[src/rtl/collector.sv]
// Reassembles the 7-beat diagonally skewed 4-lane stream into a held 4x4 matrix of 32-bit words.
// Start-to-done takes at least 8 edges, and each in_valid=0 cycle in COLLECT adds one edge.
module collector (
  input  logic        clk,
  input  logic        rst,
  input  logic        start,
  input  logic        in_valid,
  input  logic [31:0] d1,
  input  logic [31:0] d2,
  input  logic [31:0] d3,
  input  logic [31:0] d4,
  output logic        busy,
  output logic        done,
  output logic [31:0] c11,
  output logic [31:0] c12,
  output logic [31:0] c13,
  output logic [31:0] c14,
  output logic [31:0] c21,
  output logic [31:0] c22,
  output logic [31:0] c23,
  output logic [31:0] c24,
  output logic [31:0] c31,
  output logic [31:0] c32,
  output logic [31:0] c33,
  output logic [31:0] c34,
  output logic [31:0] c41,
  output logic [31:0] c42,
  output logic [31:0] c43,
  output logic [31:0] c44
);

  typedef enum logic [1:0] {
    IDLE    = 2'd0,
    COLLECT = 2'd1,
    DONE    = 2'd2
  } state_t;

  state_t      state;
  state_t      state_nxt;
  logic [2:0]  beat;
  logic        take_start;
  logic        accept;
  logic        last_beat;
  logic [31:0] lane   [4];
  logic [31:0] mat    [4][4];
  logic        wr_en  [4][4];

  assign lane[0] = d1;
  assign lane[1] = d2;
  assign lane[2] = d3;
  assign lane[3] = d4;

  assign take_start = start && ((state == IDLE) || (state == DONE));
  assign accept     = (state == COLLECT) && in_valid;
  assign last_beat  = accept && (beat == 3'd6);

  always_ff @(posedge clk) begin
    if (rst) begin
      state <= IDLE;
    end else begin
      state <= state_nxt;
    end
  end

  always_comb begin
    state_nxt = state;
    case (state)
      IDLE:    if (take_start) state_nxt = COLLECT;
      COLLECT: if (last_beat)  state_nxt = DONE;
      DONE:    state_nxt = take_start ? COLLECT : IDLE;
      default: state_nxt = IDLE;
    endcase
  end

  always_comb begin
    busy = (state == COLLECT);
    done = (state == DONE);
  end

  always_ff @(posedge clk) begin
    if (rst) begin
      beat <= 3'd0;
    end else if (take_start) begin
      beat <= 3'd0;
    end else if (accept) begin
      beat <= beat + 3'd1;
    end
  end

  // Lane j carries row r at beat r+j; every other beat on that lane is outside its window.
  always_comb begin
    for (int r = 0; r < 4; r++) begin
      for (int j = 0; j < 4; j++) begin
        wr_en[r][j] = accept && (beat == 3'(r + j));
      end
    end
  end

  always_ff @(posedge clk) begin
    if (rst || take_start) begin
      for (int r = 0; r < 4; r++) begin
        for (int j = 0; j < 4; j++) begin
          mat[r][j] <= 32'd0;
        end
      end
    end else begin
      for (int r = 0; r < 4; r++) begin
        for (int j = 0; j < 4; j++) begin
          if (wr_en[r][j]) begin
            mat[r][j] <= lane[j];
          end
        end
      end
    end
  end

  assign c11 = mat[0][0];
  assign c12 = mat[0][1];
  assign c13 = mat[0][2];
  assign c14 = mat[0][3];
  assign c21 = mat[1][0];
  assign c22 = mat[1][1];
  assign c23 = mat[1][2];
  assign c24 = mat[1][3];
  assign c31 = mat[2][0];
  assign c32 = mat[2][1];
  assign c33 = mat[2][2];
  assign c34 = mat[2][3];
  assign c41 = mat[3][0];
  assign c42 = mat[3][1];
  assign c43 = mat[3][2];
  assign c44 = mat[3][3];

endmodule

[config.mk]
export PLATFORM = sky130hd
export DESIGN_NAME = collector
export DESIGN_NICKNAME = d
export VERILOG_FILES = /design/src/rtl/collector.sv
export SDC_FILE = /design/constraint.sdc
export NUM_CORES = 1
export LEC_CHECK = 0
export BUFFER_PORTS_ARGS = -buffer_cell sky130_fd_sc_hd__clkbuf_2
export CAP_MARGIN = 10
export CORE_AREA = 4 4 247 249
export CTS_BUF_LIST = sky130_fd_sc_hd__clkbuf_8
export CTS_CLUSTER_DIAMETER = 60
export DETAILED_ROUTE_END_ITERATION = 16
export DIE_AREA = 0 0 251 253
export GPL_ROUTABILITY_DRIVEN = 0
export GPL_TIMING_DRIVEN = 0
export HOLD_SLACK_MARGIN = 0.08
export PLACE_DENSITY_LB_ADDON = 0.12
export SYNTH_ARGS = -nofsm -noshare
export SYNTH_HDL_FRONTEND = slang
export SYNTH_SLANG_ARGS = --single-unit
export TNS_END_PERCENT = 30
[constraint.sdc]
create_clock -name clk -period 9.03 [get_ports clk]
set_input_delay 0.4515 -clock clk [delete_from_list [all_inputs] [get_ports clk]]
set_output_delay 0.4515 -clock clk [all_outputs]
set_load 0.03 [all_outputs]
==> results.md <==
- DR DRC count: 0
- Clock latency of the later-clocked register in the worst-skew pair: ~0.66 ns
- Worst hold slack: 0.1583 ns
- Number of buffers on the longest clock path: 3
- Share of the synthesized netlist area taken by xor and xnor gates: less than 1%
- Maximum level of the CTS H-tree: 3
- Part of the power in the clock network: between 30 and 40%
- Max transition margin: a little under a quarter
- Path type of the worst setup path: register to register
- Count of routing violations after the opening detailed-route iteration: 602
- Distinct cell type count of the synthesized netlist: 32
- Clock-pin transition on the worst setup and hold timing paths: roughly 0.060 ns
- Count of buffering cells on the critical path with inverters included: 3
- Combinational family with the most area after synthesis: simple AND/OR/NAND/NOR gates
- Arithmetic-cell share of the synthesized area counting full adders, half adders and majority gates: less than 1%
- Period utilization: about a third
- Leakage dissipation: 11.95 nW
- End-of-flow core utilization: approximately 45%
- Vertical extent of the die: between 200 and 300 um
- Cell type of the slowest stage on the worst timing path: nand2_4
- HPWL after detailed placement: about 48 mm
- Yosys reg bits: slightly above 500
- Result of the run: complete, no violations
- Vias in the first global route: 13140
- Fin. Hold Viols: 0
- Syn Nets: ~1200
- Cell Chain, Critical Path: and3b_1, buf_2, clkbuf_1, nand2_1, nand2_4, buf_16
- CTS tree: done
- Setup-violating endpoint count in the final report: 0
- Number of ports placed on the die boundary: 646
- Switch share: roughly 28%
- Vias per inst: about 4.6
- Layout Skew: 0.02863 ns
- Count of cells resized by post-cts repair: 0
- I/O Buffers: 645
- Total iterations of the first detailed-routing run: 4
- Fraction of final layout cells sized beyond drive strength 1: between 40 and 50%
- Sum Neg Setup Slack: 0 ns
- Number of buffers created by CTS: 90
- Synthesized-area fraction occupied by and/or/nand/nor cells: a little under a tenth
- Slew at the pin closest to its max-slew limit: 1.161 ns
- Number of clock sinks: 517
- Multiplexer area fraction after synthesis: 0.05198%
- Gate count of the mapped netlist: 1022
- Layout area overhead: 36.68%
- Setup crit end kind: register
- Seq pwr share: 50.9%
- Family with the most delay on the worst path: buffers and inverters
- Max-capacitance violation count: 0
- Core Region: between 0.05 and 0.06 mm^2
- Total Power Consumption: 5.547 mW
- Post-Synthesis Cell Area: just under 0.02 mm^2
- # nets final: 1995
- CP startpoint kind: register
- Vias: around 12000
- Maximum frequency from static timing analysis: between 0.3 and 0.4 GHz
- Wire length of the first global-routing pass: 92.68 mm
- Critical path arrival: 3.14 ns
- Final number of max-transition violations: 0
- Number of antenna violations at the first check in global routing: 4
- Critical-path maximum fanout: 55
- Most frequent cells in the layout: clkbuf_2, edfxtp_1, and3_1, a21boi_2, and2_1
- Area enclosed by the die boundary: about 0.064 mm^2
- Routed wire length per instance: approximately 24 um
- Most frequent standard cell in the layout excluding fill and tap cells: clkbuf_2
- Number of warnings issued by yosys: 0
- Power share of the combinational group: between 10 and 15%
- Switching Power: about 1.5 mW
- CTS Root Cell: clkbuf_8
- Wirelength, routed: approximately 66 mm
- Final critical path time including I/O delays and setup: ~2.8 ns
- Hold crit path type: input port to register
- CP max stage delay: 0.46 ns
- Share of the synthesized area in compound gates (AO/OA/AOI/OAI): slightly above 7%
- RSZ-0062 raised after global routing: false
- Sum of overflow across all layers after global routing: 0
- Site Rows: 89
- Power density normalized to cell area: between 200 and 250 mW/mm^2
- Die Span X: 251 um
- Detail Route Antenna Nets: 0
- Req. time, crit path: between 9 and 10 ns
- Mean cell area of the mapped netlist: about 19 um^2
- Internal power: approximately 4.0 mW
- Share of synthesized area occupied by flip-flops and latches: approximately four fifths
- Worst voltage drop across the vdd grid: about 0.14 mV
- Initial standard-cell utilization of the core: 32.82%
- Global-route usage over all layers: between 15 and 20%
- Largest net degree at the start of global routing: between 50 and 60
registers in the layout, summed over array words and instances, names as in the netlist:
name,count
beat,3
mat,512
state,2
final cells by class:
class                      instances  area (um^2)
timing repair buffer             744         4364
clock inverter                    70        420.4
buffer                            74        516.7
sequential                       517        15470
inverter                           3        11.26
antenna                            1        2.502
multi-input combinational        428         3299
tap                              773        967.2
fill                            5402        32360
clock buffer                      92         1266
stage by stage:
step | cell area (um^2) | std cells | setup WS, ns
after floorplan | 19260 | 1022 | 4.763
after global placement | 23450 | 2440 | 1.833
after detailed placement | 23740 | 2450 | 6.071
after CTS | 26320 | 2701 | 6.123
after global routing | 26320 | 2702 | 5.985
final | 26320 | 2702 | 6.193
power groups by stage:
stage                     combinational, mW  sequential (mW)  clock, mW
after floorplan                      0.0790             3.16          0
after global placement                0.630             2.89          0
after detailed placement              0.649             2.87          0
after CTS                             0.683             2.82       2.12
after global routing                  0.700             2.83       2.23
final                                 0.670             2.82       2.05
logic make-up (layout without fill, tap and decap cells):
group | count (synthesis) | after routing
buffers and inverters | 77 | 983
AOI/OAI and AO/OA | 134 | 134
muxes | 1 | 1
DFF | 517 | 517
other | 0 | 1
adders and majority gates | 5 | 5
and+or+nand+nor | 287 | 287
xor gates and xnor gates | 1 | 1
metal layers:
layer	track usage, %	share of wire, %
met1	23.70	38
met2	33.95	50
met3	6.758	8.5
met4	7.259	3.0
met5	0	0.020
worst register-to-register path, delay by kind of cell (launching register included):
family	cells	cell delay [ns]
buf+inv	3	1.13
flops	1	0.45
simple gates	3	0.82
Yosys cell counts:
library cell | n | area share (%)
edfxtp_1 | 512 | 80
and3_1 | 160 | 5.2
a21boi_2 | 100 | 5.8
and2_1 | 96 | 3.1
clkbuf_1 | 32 | 0.62
buf_2 | 24 | 0.62
a21boi_1 | 20 | 0.78
buf_12 | 11 | 1.1
nand2_1 | 9 | 0.18
a21boi_0 | 8 | 0.31
dfxtp_1 | 5 | 0.52
ha_1 | 5 | 0.32
nor2_1 | 5 | 0.097
and4b_1 | 4 | 0.21
nor2b_1 | 4 | 0.13
and3b_1 | 3 | 0.14
buf_6 | 3 | 0.18
clkbuf_2 | 3 | 0.078
inv_1 | 3 | 0.058
nand3_1 | 3 | 0.078
a211oi_1 | 1 | 0.039
a21o_1 | 1 | 0.039
a21oi_1 | 1 | 0.026
a22oi_4 | 1 | 0.11
a31o_2 | 1 | 0.045
and2b_1 | 1 | 0.039
buf_4 | 1 | 0.039
mux2i_1 | 1 | 0.052
nor2_2 | 1 | 0.033
o211ai_1 | 1 | 0.039
or2_1 | 1 | 0.033
xnor2_1 | 1 | 0.045
path summary, 6_finish.rpt:
kind,start,slack [ns],end,cells after the start
min reg2reg,beat[1],0.57,beat[1],2
max reg2reg,state[0],6.19,mat[0][183],6
max,state[0],6.19,mat[0][183],6
min,d2[3],0.16,mat[1][195],2
repair_timing:
item                      in CTS  in global routing
buffers inserted               0                  0
hold buffers                  89                  0
hold endpoints to repair     169                  0
No activity file was read; power rests on OpenSTA's default activity.
